==> src/rtl/hazard_unit_pkg.sv <==
// Shared encodings, the A/T stage record and helpers for the hazard unit.
// Forward selects, Tuse/Tnew constants, sat_dec and the forwarding priority pick.
package hazard_unit_pkg;

   localparam logic [1:0] FWD_REGFILE = 2'd0;
   localparam logic [1:0] FWD_FROM_E  = 2'd1;
   localparam logic [1:0] FWD_FROM_M  = 2'd2;
   localparam logic [1:0] FWD_FROM_W  = 2'd3;

   localparam logic [1:0] TUSE_D = 2'd0;
   localparam logic [1:0] TUSE_E = 2'd1;
   localparam logic [1:0] TUSE_M = 2'd2;
   localparam logic [1:0] TUSE_NONE = 2'd3;

   localparam logic [1:0] TNEW_NONE = 2'd0;
   localparam logic [1:0] TNEW_E    = 2'd1;
   localparam logic [1:0] TNEW_M    = 2'd2;
   localparam logic [1:0] TNEW_W    = 2'd3;

   typedef struct packed {
      logic [4:0] a1;
      logic [4:0] a2;
      logic [4:0] a3;
      logic [1:0] tnew;
   } at_rec_t;

   function automatic logic [1:0] sat_dec(input logic [1:0] x);
      return (x != 2'd0) ? x - 2'd1 : 2'd0;
   endfunction

   // $0 is hard-wired, so it never aliases a producer.
   function automatic logic hit(input logic [4:0] addr, input at_rec_t r);
      return (addr != 5'd0) && (addr == r.a3);
   endfunction

   // Youngest matching stage wins; a not-yet-ready match masks older stages.
   function automatic logic [1:0] fwd_pick(input logic [4:0] addr,
                                           input logic use_e, input logic use_m,
                                           input at_rec_t e, input at_rec_t m,
                                           input at_rec_t w);
      logic [1:0] sel;
      sel = FWD_REGFILE;
      if (use_e && hit(addr, e))
         sel = (e.tnew == 2'd0) ? FWD_FROM_E : FWD_REGFILE;
      else if (use_m && hit(addr, m))
         sel = (m.tnew == 2'd0) ? FWD_FROM_M : FWD_REGFILE;
      else if (hit(addr, w))
         sel = (w.tnew == 2'd0) ? FWD_FROM_W : FWD_REGFILE;
      return sel;
   endfunction

endpackage

==> src/rtl/hazard_unit_at_stage_reg.sv <==
// One pipeline A/T record register; counts tnew down as the record advances.
module at_stage_reg
   import hazard_unit_pkg::*;
(
   input  logic    clk,
   input  logic    reset,
   input  logic    bubble,
   input  at_rec_t d,
   output at_rec_t q
);

   always_ff @(posedge clk) begin
      if (reset || bubble)
         q <= '0;
      else
         q <= '{a1: d.a1, a2: d.a2, a3: d.a3, tnew: sat_dec(d.tnew)};
   end

endmodule

==> src/rtl/hazard_unit.sv <==
// Stall and forwarding control from E/M/W address/timing records (A-T method).
// All outputs are combinational from D inputs and the current records.
module hazard_unit
   import hazard_unit_pkg::*;
(
   input  logic       clk,
   input  logic       reset,
   input  logic [4:0] A1_D,
   input  logic [4:0] A2_D,
   input  logic [4:0] A3_D,
   input  logic [1:0] Tuse1_D,
   input  logic [1:0] Tuse2_D,
   input  logic [1:0] Tnew_D,
   input  logic       MDUreq_D,
   input  logic       mdu_start,
   input  logic       mdu_busy,
   output logic       stall,
   output logic [1:0] fwd_rs_D,
   output logic [1:0] fwd_rt_D,
   output logic [1:0] fwd_rs_E,
   output logic [1:0] fwd_rt_E,
   output logic [1:0] fwd_rt_M
);

   at_rec_t rec_d, rec_e, rec_m, rec_w;
   logic    stall_data, stall_mdu;

   assign rec_d = '{a1: A1_D, a2: A2_D, a3: A3_D, tnew: Tnew_D};

   at_stage_reg u_rec_e (.clk(clk), .reset(reset), .bubble(stall), .d(rec_d), .q(rec_e));
   at_stage_reg u_rec_m (.clk(clk), .reset(reset), .bubble(1'b0),  .d(rec_e), .q(rec_m));
   at_stage_reg u_rec_w (.clk(clk), .reset(reset), .bubble(1'b0),  .d(rec_m), .q(rec_w));

   // W never needs a stall: any producer reaching W has tnew 0.
   assign stall_data = (hit(A1_D, rec_e) && (rec_e.tnew > Tuse1_D)) ||
                       (hit(A1_D, rec_m) && (rec_m.tnew > Tuse1_D)) ||
                       (hit(A2_D, rec_e) && (rec_e.tnew > Tuse2_D)) ||
                       (hit(A2_D, rec_m) && (rec_m.tnew > Tuse2_D));

   assign stall_mdu = MDUreq_D && (mdu_busy || mdu_start);
   assign stall     = stall_data || stall_mdu;

   assign fwd_rs_D = fwd_pick(A1_D,     1'b1, 1'b1, rec_e, rec_m, rec_w);
   assign fwd_rt_D = fwd_pick(A2_D,     1'b1, 1'b1, rec_e, rec_m, rec_w);
   assign fwd_rs_E = fwd_pick(rec_e.a1, 1'b0, 1'b1, rec_e, rec_m, rec_w);
   assign fwd_rt_E = fwd_pick(rec_e.a2, 1'b0, 1'b1, rec_e, rec_m, rec_w);
   assign fwd_rt_M = fwd_pick(rec_m.a2, 1'b0, 1'b0, rec_e, rec_m, rec_w);

endmodule

==> config.mk <==
export PLATFORM = sky130hd
export DESIGN_NAME = hazard_unit
export DESIGN_NICKNAME = d
export VERILOG_FILES = /design/src/rtl/hazard_unit_pkg.sv /design/src/rtl/hazard_unit_at_stage_reg.sv /design/src/rtl/hazard_unit.sv
export SDC_FILE = /design/constraint.sdc
export NUM_CORES = 1
export LEC_CHECK = 0
export CAP_MARGIN = 0
export CORE_MARGIN = 5
export CORE_UTILIZATION = 47
export CTS_BUF_LIST = sky130_fd_sc_hd__clkbuf_4 sky130_fd_sc_hd__clkbuf_8
export CTS_CLUSTER_SIZE = 20
export DETAILED_ROUTE_END_ITERATION = 10
export HOLD_SLACK_MARGIN = 0.03
export PLACE_DENSITY_LB_ADDON = 0.25
export SLEW_MARGIN = 20
export SYNTH_ARGS = -nofsm -noshare
export SYNTH_HDL_FRONTEND = slang
export SYNTH_SLANG_ARGS = --single-unit
==> constraint.sdc <==
create_clock -name clk -period 6.7 [get_ports clk]
set_input_delay 1.34 -clock clk [delete_from_list [all_inputs] [get_ports clk]]
set_output_delay 1.34 -clock clk [all_outputs]
set_load 0.005 [all_outputs]
==> impl_metrics.ini <==
[yosys]
avgSynthCellArea_um2 = 8.992
synthTopCellsByArea = dfxtp_1 (33%), xor2_1 (11%), xnor2_1 (10%), ha_1 (6.4%), nor2b_1 (4.3%)
synthesis.area_mm2 = 0.002167
synth_top_cell_by_area = dfxtp_1
async_flop_share = 0
postSynthCellCount = 241
ys_seq_elements = 36
netlist-cell-type-count = 43
yosysTopAreaCellShare = 0.3326
synth_nets = 278
ys_seq_area_frac = 0.3326
synth_edf_count = 0
ys_warn_count = 0
synthFlopType = dfxtp_1

[place]
port_buffers = 36
hpwl_mm = 3.665
routabilityCongestion = 0.8595
place_area_mm2 = 0.002504

[final_layout]
final_util = 0.5924
fillCellCount = 405
drive_gt1_frac = 0.07116
syn2layout_area_growth_pct = 20.67
design_area_mm2 = 0.002615
antennaDiodeCount = 0
final_nets = 303

[timing]
setup_tns_ns = 0
maxSlewHeadroom = 0.4934
hold_viol_final = 0
fin_crit_sh = 0.8070
layout_min_cycle_time_ns = 5.407
fin_hold_ws_ns = 0.4208
fmax_ghz = 0.1849
slew_violations = 0
finalClockSkew_ns = 0.004775
rsz0062_at_grt = no
worstMarginPinSlew_ns = 0.7529
setup-violations-final = 0

[setup_path]
critical_path_arrival_ns = 4.07
crit_path_frequent_cell = clkdlybuf4s50_1
required_ns = 5.36
crit_family = simple AND/OR/NAND/NOR gates
start_kind = input pin
worst_path_max_delay_cell = or4_4
end_kind = output port
slowest_delay_ns = 0.61
worstSetupPathType = input pin to output port
path_buf_inv = 2
path_max_fanout = 18
crit_chain = clkdlybuf4s50_1 > or4_4 > nor2_2 > nor4_1 > a211o_1 > or2_2 > clkdlybuf4s50_1

[detailed_routing]
viasPerCell = 5.408
avgRoutedWirePerCell_um = 15.29
dr.pass1.iters = 5
wl_mm = 4.879
drtIter0Drc = 105
vias = 1725
ant_nets = 0
drcViolationCount = 0

[global_route]
grt_use_total = 0.1658
overflow = 0
grt_antenna_before_repair = 0
grt_pass1_vias = 1549
grt_max_degree = 33
grt_pass1_wl_mm = 7.797

[die]
start_util = 0.4909
num_rows = 24
coreArea_mm2 = 0.004414
io_pins = 37
dieArea_mm2 = 0.006068
die_x_um = 77.90
die_h_um = 77.90

[power_and_ir_drop]
p_total_mw = 0.5365
irDropWorstVdd_mv = 0.09969
power_density_mw_per_mm2 = 205.1
leakagePower_nw = 1.106

[clock_tree]
cts_resized = 0
postCtsHoldBufs = 0
numCtsBuffers = 5
cts_max_path_buffers = 2
cts_root_buffer = clkbuf_8
clkSlewWorstSetupHoldPaths_ns = 0.07
cts_tree = built
cts.sinks = 36
insertion_delay_ns = 0.29
cts_setup_buffers = 0
htreeDepth = 2

[outcome]
status = completed

[flow_run]
drv_cap = 0

[hold_path]
hold_path.class = flip-flop to flip-flop
[layout make-up]
class                           count  area [um^2]  share of cell area
Sequential cell                    36        720.7              0.2756
Timing Repair Buffer               38        375.4              0.1435
Tap cell                           52        65.06             0.02488
Inverter                           20        75.07             0.02871
Clock buffer                        6        76.32             0.02919
Multi-Input combinational cell    165         1267              0.4847
Clock inverter                      2        35.03             0.01340
[synthesized netlist by cell type (all sizes together) (2+ instances only)]
cell type,count
or2,2
nor3,10
a211o,3
nor2b,15
mux2i,2
nand3,3
or3,2
clkbuf,13
xnor2,25
ha,11
nor4b,9
inv,20
or4,2
a21oi,8
nor4,13
nand2,3
nor2,11
dfxtp,36
nand4,4
xor2,27
buf,7
a2111oi,2
[final timing paths]
path	start	endpoint	slack, ns	cells after the start
setup / recovery	A1_D[1]	stall	1.29	7
hold reg to reg	u_rec_e.q[0]	u_rec_m.q[0]	0.42	1
setup reg to reg	u_rec_m.q[3]	u_rec_e.q[14]	4.53	6
hold / removal	u_rec_e.q[0]	u_rec_m.q[0]	0.42	1
[power by group]
| part | switching, mW | total (mW) | internal, mW |
|---|---|---|---|
| Clock | 0.0756 | 0.190 | 0.114 |
| Combinational | 0.0486 | 0.110 | 0.0615 |
| Sequential | 0.0124 | 0.236 | 0.224 |
| Total | 0.137 | 0.536 | 0.400 |
[cell families after synthesis]
logic type | after synthesis | share of synthesized area
compound gates | 22 | 0.07622
xor+xnor | 52 | 0.2102
fa+ha+maj | 11 | 0.06351
buf+inv | 40 | 0.08256
flops | 36 | 0.3326
mux | 3 | 0.01443
simple gates | 77 | 0.2206
[cells in the final DEF (no fill, tap or decap), drive strengths merged]
cell type / n
o221a: 1
or2: 2
a211o: 3
xnor2: 25
inv: 20
nor4b: 9
xor2: 27
nor4: 13
nor2: 11
a221oi: 1
or3: 2
a21oi: 8
mux2: 1
o211ai: 1
or4: 2
buf: 2
nor2b: 15
clkdlybuf4s50: 36
a211oi: 1
a31oi: 1
clkinv: 1
nand2: 3
clkbuf: 6
ha: 11
nand4b: 1
bufinv: 1
nand3: 3
o21a: 1
dfxtp: 36
a22o: 1
mux2i: 2
a41o: 1
nand2b: 1
nand4: 4
nor3b: 1
a2111oi: 2
a21o: 1
nor3: 10
[through the flow]
| step | std cells | setup WS, ns |
|---|---|---|
| 3_3_place_gp | 311 | 1.356 |
| 6_report | 319 | 1.293 |
| 2_1_floorplan | 241 | 2.604 |
| 5_1_grt | 319 | 1.103 |
| 4_1_cts | 319 | 1.298 |
| 3_5_place_dp | 311 | 1.326 |
[worst register-to-register path: stages, from the launching register on]
cell	delay (ns)
dfxtp_1	0.48
xor2_1	0.11
a211o_1	0.28
nor4_1	0.58
a22o_1	0.26
buf_4	0.24
nor4b_1	0.08
[state kept, by name (all words and copies together) (netlist names)]
name       count
u_rec_w.q      7
u_rec_e.q     17
u_rec_m.q     12
[metal layers]
| layer | up-vias | share of wire | track usage |
|---|---|---|---|
| met4 | 0 | 0.021 | 0.06588 |
| met2 | 60 | 0.48 | 0.2679 |
| li1 | 868 | - | - |
| met3 | 14 | 0.075 | 0.04630 |
| met5 | - | 0 | 0 |
| met1 | 783 | 0.42 | 0.2081 |
No activity file was read; power rests on OpenSTA's default activity.
